File: src/rtl/bcd_updown_counter_pkg.sv
// bcd_pkg: shared BCD digit type, digit limits and load clamp helper
package bcd_pkg;
  typedef logic [3:0] bcd_digit_t;
  localparam bcd_digit_t BCD_MAX = 4'd9;
  localparam bcd_digit_t BCD_MIN = 4'd0;
  function automatic bcd_digit_t bcd_clamp(input bcd_digit_t d);
    return (d > BCD_MAX) ? BCD_MAX : d;
  endfunction
endpackage

File: src/rtl/bcd_updown_counter_if.sv
// bcd_updown_counter_if: counter bus; master drives en/up/load/load_val, slave returns q/tc/zero/load_err
interface bcd_updown_counter_if #(parameter int N_DIGITS = 4);
  logic                  en;
  logic                  up;
  logic                  load;
  logic [4*N_DIGITS-1:0] load_val;
  logic [4*N_DIGITS-1:0] q;
  logic                  tc;
  logic                  zero;
  logic                  load_err;
  modport master (output en, up, load, load_val, input q, tc, zero, load_err);
  modport slave (input en, up, load, load_val, output q, tc, zero, load_err);
endinterface

File: src/rtl/bcd_updown_counter_digit.sv
// bcd_digit: one BCD digit cell; ports clk, reset, step, up, load, load_digit in; q, at_max, at_min out
module bcd_digit
  import bcd_pkg::*;
(
  input  logic       clk,
  input  logic       reset,
  input  logic       step,
  input  logic       up,
  input  logic       load,
  input  bcd_digit_t load_digit,
  output bcd_digit_t q,
  output logic       at_max,
  output logic       at_min
);
  bcd_digit_t r_q;
  bcd_digit_t w_next;
  always_comb begin
    w_next = (r_q > BCD_MAX) ? BCD_MIN :
             up ? ((r_q == BCD_MAX) ? BCD_MIN : r_q + 4'd1) :
                  ((r_q == BCD_MIN) ? BCD_MAX : r_q - 4'd1);
  end
  always_ff @(posedge clk) begin
    if (reset) r_q <= BCD_MIN;
    else if (load) r_q <= bcd_clamp(load_digit);
    else if (step) r_q <= w_next;
  end
  assign q      = r_q;
  assign at_max = (r_q == BCD_MAX);
  assign at_min = (r_q == BCD_MIN);
endmodule

File: src/rtl/bcd_updown_counter.sv
// bcd_updown_counter: N-digit BCD up/down counter with load, wrap/saturate; ports clk, reset, bus (slave)
module bcd_updown_counter
  import bcd_pkg::*;
#(
  parameter int N_DIGITS = 4,
  parameter bit WRAP     = 1'b1
) (
  input logic clk,
  input logic reset,
  bcd_updown_counter_if.slave bus
);
  logic [N_DIGITS-1:0]   w_at_max, w_at_min, w_step;
  logic [N_DIGITS:0]     w_all_max, w_all_min;
  logic [4*N_DIGITS-1:0] w_q;
  logic                  w_bad, w_en, r_load_err;
  always_comb begin
    w_all_max[0] = 1'b1;
    w_all_min[0] = 1'b1;
    w_bad        = 1'b0;
    for (int i = 0; i < N_DIGITS; i++) begin
      w_all_max[i+1] = w_all_max[i] & w_at_max[i];
      w_all_min[i+1] = w_all_min[i] & w_at_min[i];
      w_bad          = w_bad | (bus.load_val[4*i +: 4] > BCD_MAX);
    end
  end
  assign bus.tc = bus.en & (bus.up ? w_all_max[N_DIGITS] : w_all_min[N_DIGITS]);
  assign w_en   = bus.en & (WRAP | ~bus.tc);
  genvar k;
  generate
    for (k = 0; k < N_DIGITS; k++) begin : g_digit
      assign w_step[k] = w_en & (bus.up ? w_all_max[k] : w_all_min[k]);
      bcd_digit u_digit (
        .clk        (clk),
        .reset      (reset),
        .step       (w_step[k]),
        .up         (bus.up),
        .load       (bus.load),
        .load_digit (bus.load_val[4*k +: 4]),
        .q          (w_q[4*k +: 4]),
        .at_max     (w_at_max[k]),
        .at_min     (w_at_min[k])
      );
    end
  endgenerate
  always_ff @(posedge clk) begin
    if (reset) r_load_err <= 1'b0;
    else r_load_err <= bus.load & w_bad;
  end
  assign bus.q        = w_q;
  assign bus.zero     = w_all_min[N_DIGITS];
  assign bus.load_err = r_load_err;
endmodule

File: src/flat_wrapper.sv
// flat-port wrapper written by rule: the top's interface ports become plain ports
module bcd_updown_counter_flat import bcd_pkg::*;
#(
  parameter int N_DIGITS = 4,
  parameter bit WRAP     = 1'b1
)
  (clk, reset, bus_en, bus_up, bus_load, bus_load_val, bus_q, bus_tc, bus_zero, bus_load_err);
  bcd_updown_counter_if #(.N_DIGITS(N_DIGITS)) bus_i ();
  input logic clk;
  input logic reset;
  input wire logic [$bits(bus_i.en)-1:0] bus_en;
  input wire logic [$bits(bus_i.up)-1:0] bus_up;
  input wire logic [$bits(bus_i.load)-1:0] bus_load;
  input wire logic [$bits(bus_i.load_val)-1:0] bus_load_val;
  output wire logic [$bits(bus_i.q)-1:0] bus_q;
  output wire logic [$bits(bus_i.tc)-1:0] bus_tc;
  output wire logic [$bits(bus_i.zero)-1:0] bus_zero;
  output wire logic [$bits(bus_i.load_err)-1:0] bus_load_err;
  assign bus_i.en = bus_en;
  assign bus_i.up = bus_up;
  assign bus_i.load = bus_load;
  assign bus_i.load_val = bus_load_val;
  assign bus_q = bus_i.q;
  assign bus_tc = bus_i.tc;
  assign bus_zero = bus_i.zero;
  assign bus_load_err = bus_i.load_err;
  bcd_updown_counter #(.N_DIGITS(N_DIGITS), .WRAP(WRAP)) u_core (.clk(clk), .reset(reset), .bus(bus_i));
endmodule
File: config.mk
export PLATFORM = sky130hd
export DESIGN_NAME = bcd_updown_counter_flat
export DESIGN_NICKNAME = d
export VERILOG_FILES = /design/src/rtl/bcd_updown_counter_pkg.sv /design/src/rtl/bcd_updown_counter_if.sv /design/src/rtl/bcd_updown_counter_digit.sv /design/src/rtl/bcd_updown_counter.sv /design/src/flat_wrapper.sv
export SDC_FILE = /design/constraint.sdc
export NUM_CORES = 1
export LEC_CHECK = 0
export BUFFER_PORTS_ARGS = -buffer_cell sky130_fd_sc_hd__buf_4
export CAP_MARGIN = 20
export CORE_MARGIN = 3
export CORE_UTILIZATION = 30
export CTS_CLUSTER_DIAMETER = 100
export DETAILED_ROUTE_END_ITERATION = 10
export PLACE_DENSITY_LB_ADDON = 0.05
export SKIP_CTS_REPAIR_TIMING = 1
export SKIP_LAST_GASP = 1
export SYNTH_ARGS = -nofsm -noshare
export SYNTH_HDL_FRONTEND = slang
export SYNTH_SLANG_ARGS = --single-unit
File: constraint.sdc
create_clock -name clk -period 2.8 [get_ports clk]
set_input_delay 0.28 -clock clk [delete_from_list [all_inputs] [get_ports clk]]
set_output_delay 0.28 -clock clk [all_outputs]
set_load 0.1 [all_outputs]
==> results.md <==
- Max-slew violation count: 0
- Total gr overflow: 0
- Worst R2R Path Depth: 6
- Vias: 1650
- Synth cell types: 55
- Yosys reg bits: 17
- Area of the core: 4848 µm²
- Htree depth: 1
- Later-pin clock latency in the skew report: 0.26 ns
- Reg2Reg Setup Slack: 0.59 ns
- Hold path endpoint: u_core.g_digit[0].u_digit.q[2]
- Mapped Cells: 214
- Routed WL: 4612 µm
- Antenna violations before repair: 0
- # clock sinks: 17
- Remaining DRCs: 0
- Die Span Y: just under 80 µm
- Routed Antenna Nets: 0
- RSZ-0062 raised after global routing: false
- Number of flops mapped to enable cells by yosys: 0
- Maxcap violations: 0
- Synth Area per Inst: 7.262 µm²
- Hold Crit Class: in -> reg
- Startpoint types: flip-flop
- Yosys top cell area share: roughly 22%
- Initial Utilization: about 32%
- Hold depth: 3
- Syn nets: 235
- Asr flop ratio synth: 0%
- Hold path start: bus_load_val[2]
- FF-to-FF End: u_core.g_digit[3].u_digit.q[3]
- CTS tree: built
- Placer Congestion: 0.7729
- Cell accounting for the most synthesized area: dfxtp_1
- Fillers: 526
- I/O Pins: 40
- Setup violations, final: 0
- Post-synthesis adder-cell area fraction: 0%
- Layout cell share with drive strength beyond 1: 27.12%
- Actual slew at the worst max-slew pin: around 0.53 ns
- Clock tree buffer depth: 2
- Worst EP arrival: 2.39 ns
- Status: complete, no violations
- Number of global-route vias before repair: around 1500
- Total power: 879.1 µW
- Pwr Density: 458.3 nW/µm²
- Pleak: 0.0007152 µW
- Die ar.: 6079 µm²
- Top cells by area, synth: dfxtp_1 22%, a21oi_1 6.4%, nor3_1 4.2%, o21ai_0 3.9%, clkbuf_1 3.9%
- R2r startpoint: u_core.g_digit[1].u_digit.q[3]
- Mux cell area share after synthesis: around 3.9%
- Hold Fails Final Rpt: 0
- Antenna diodes: 0
- Clock-pin slew on the worst setup and hold paths: 0.07 ns
- Crit path kind: reg -> out
- Largest family of logic cells by synthesized area: compound AO/OA/AOI/OAI gates
- Crit share post-route: 95.33%
- Crit path max fanout: 11
- Fin util: 39.56%
- Via density: 5.446
- Total track usage: 15.14%
- Largest net degree at the start of global routing: 36
- Xor-xnor portion of the synthesized cell area: around 3.4%
- Mapped Area: 1554 µm²
- Initial DRC Count: roughly 90
- Yosys warnings: 0
- Top_reg_cell synth: dfxtp_1
- Nets@finish: 258
- Final Critical Period: between 2 and 3 ns
- Setup Skew: roughly 0.0017 ns
- Simple logic cell fraction of the synthesized area: 30.03%
- Die Width: a little under 80 µm
- Crit end category: primary output
- First-pass GRT wire length: 7514 µm
- Worst VDD drop: 0.1642 mV
- Synth-to-Final Area Change: 23.43%
- Routed length per placed instance: ~15 µm
- Inserted Clock Buffers: 3
- Fmax: 374.6 MHz
- Root buf cell: clkbuf_8
- Row cnt: 25
- Hpwl dp: 3219 µm
- DR pass1 iterations: 4
- # port buffers: 39
- Slew headroom: 64.38%
- Synth Area in Compound Gates: between 30% and 40%
- Crit path required time: around 2.5 ns
- Post-synthesis sequential area ratio: 21.90%
-- layout by cell type, fill, tap and decap left out, types with 4 or more instances in the layout --
cell type  synthesis  layout
nand3_1           11      11
dfxtp_2            0       4
a2111oi_0          4       4
or3_1              4       4
a211oi_1           6       6
mux2i_1            5       5
buf_4              0      41
or2_2              4       4
nor3_1            13      12
inv_1              9       9
o21ai_0           12      12
dfxtp_1           17      10
a21oi_1           20      20
nor2_1            10      10
nand2_1           14      14
-- power breakdown --
group / switching (µW) / total (µW) / internal [µW]
sequential: 44.6 / 306 / 262
clock: 96.4 / 198 / 101
combinational: 258 / 375 / 117
-- how the worst max path moves through the flow --
stage / slack (ns) / startpoint / to / cells after the start
4_1_cts: -0.01 / u_core.g_digit[1].u_digit.q[0] / bus_tc / 5
6_report: 0.13 / u_core.g_digit[1].u_digit.q[3] / bus_tc / 5
5_1_grt: 0.06 / u_core.g_digit[1].u_digit.q[3] / bus_tc / 5
2_1_floorplan: -0.36 / u_core.g_digit[0].u_digit.q[2] / bus_tc / 6
3_3_place_gp: 0.29 / u_core.g_digit[1].u_digit.q[0] / bus_tc / 5
3_5_place_dp: 0.28 / u_core.g_digit[1].u_digit.q[0] / bus_tc / 5
-- layer usage --
metal	part of all wire [%]	vias up	global-route usage, %
met5	0	-	0
li1	-	843	-
met3	4.1	5	1.972
met2	44	36	23.12
met4	1.2	0	4.545
met1	51	766	21.96
-- critical path, cell delays in order, from the launching register on --
cell,delay [ns]
dfxtp_4,0.38
or4_1,0.56
or4_4,0.48
o32ai_4,0.24
nor3b_4,0.26
buf_12,0.20
-- per-stage QoR --
step	setup slack [ns]	std cells	TNS [ns]	area (µm²)	hold slack (ns)
after global placement	0.2932	299	0	1858	0.5146
final	0.1306	303	0	1918	0.2645
after floorplan	-0.3619	214	-0.3619	1590	0.3946
after detailed placement	0.2823	299	0	1858	0.5122
after global routing	0.05617	303	0	1918	0.2755
after CTS	-0.01295	303	-0.01295	1903	0.2637
-- state kept, by name, summed over array words and instances (netlist names) --
name                      flops
u_core.g_digit.u_digit.q     16
u_core.bus.load_err           1
-- cell usage after synthesis, types with 2 or more instances --
master	instances
a21oi_1	20
dfxtp_1	17
clkbuf_1	16
nand2_1	14
nor3_1	13
o21ai_0	12
nand3_1	11
nor2_1	10
inv_1	9
a211oi_1	6
mux2i_1	5
a2111oi_0	4
nor3b_1	4
or2_2	4
or3_1	4
and3_1	3
buf_6	3
nor4_1	3
o22ai_1	3
o31ai_1	3
or4_1	3
xnor2_1	3
xor2_1	3
a221oi_1	2
and2_1	2
buf_2	2
nand3b_1	2
nand4_1	2
o21a_1	2
o221ai_1	2
o311ai_0	2
or3_2	2
-- cell families after synthesis --
logic type | Yosys count
simple gates | 84
compound gates | 68
buf+inv | 33
flops | 17
xor+xnor | 6
mux | 6
-- cell type report --
| type | instances | area (µm²) | share of cell area, % |
|---|---|---|---|
| Timing Repair Buffer | 42 | 327.8 | 17.09 |
| Clock buffer | 4 | 45.04 | 2.348 |
| Inverter | 9 | 33.78 | 1.761 |
| Multi-Input combinational cell | 164 | 1071 | 55.84 |
| Sequential cell | 17 | 356.6 | 18.59 |
| Tap cell | 67 | 83.83 | 4.371 |
Note: power is estimated with default switching activity, not from simulation.
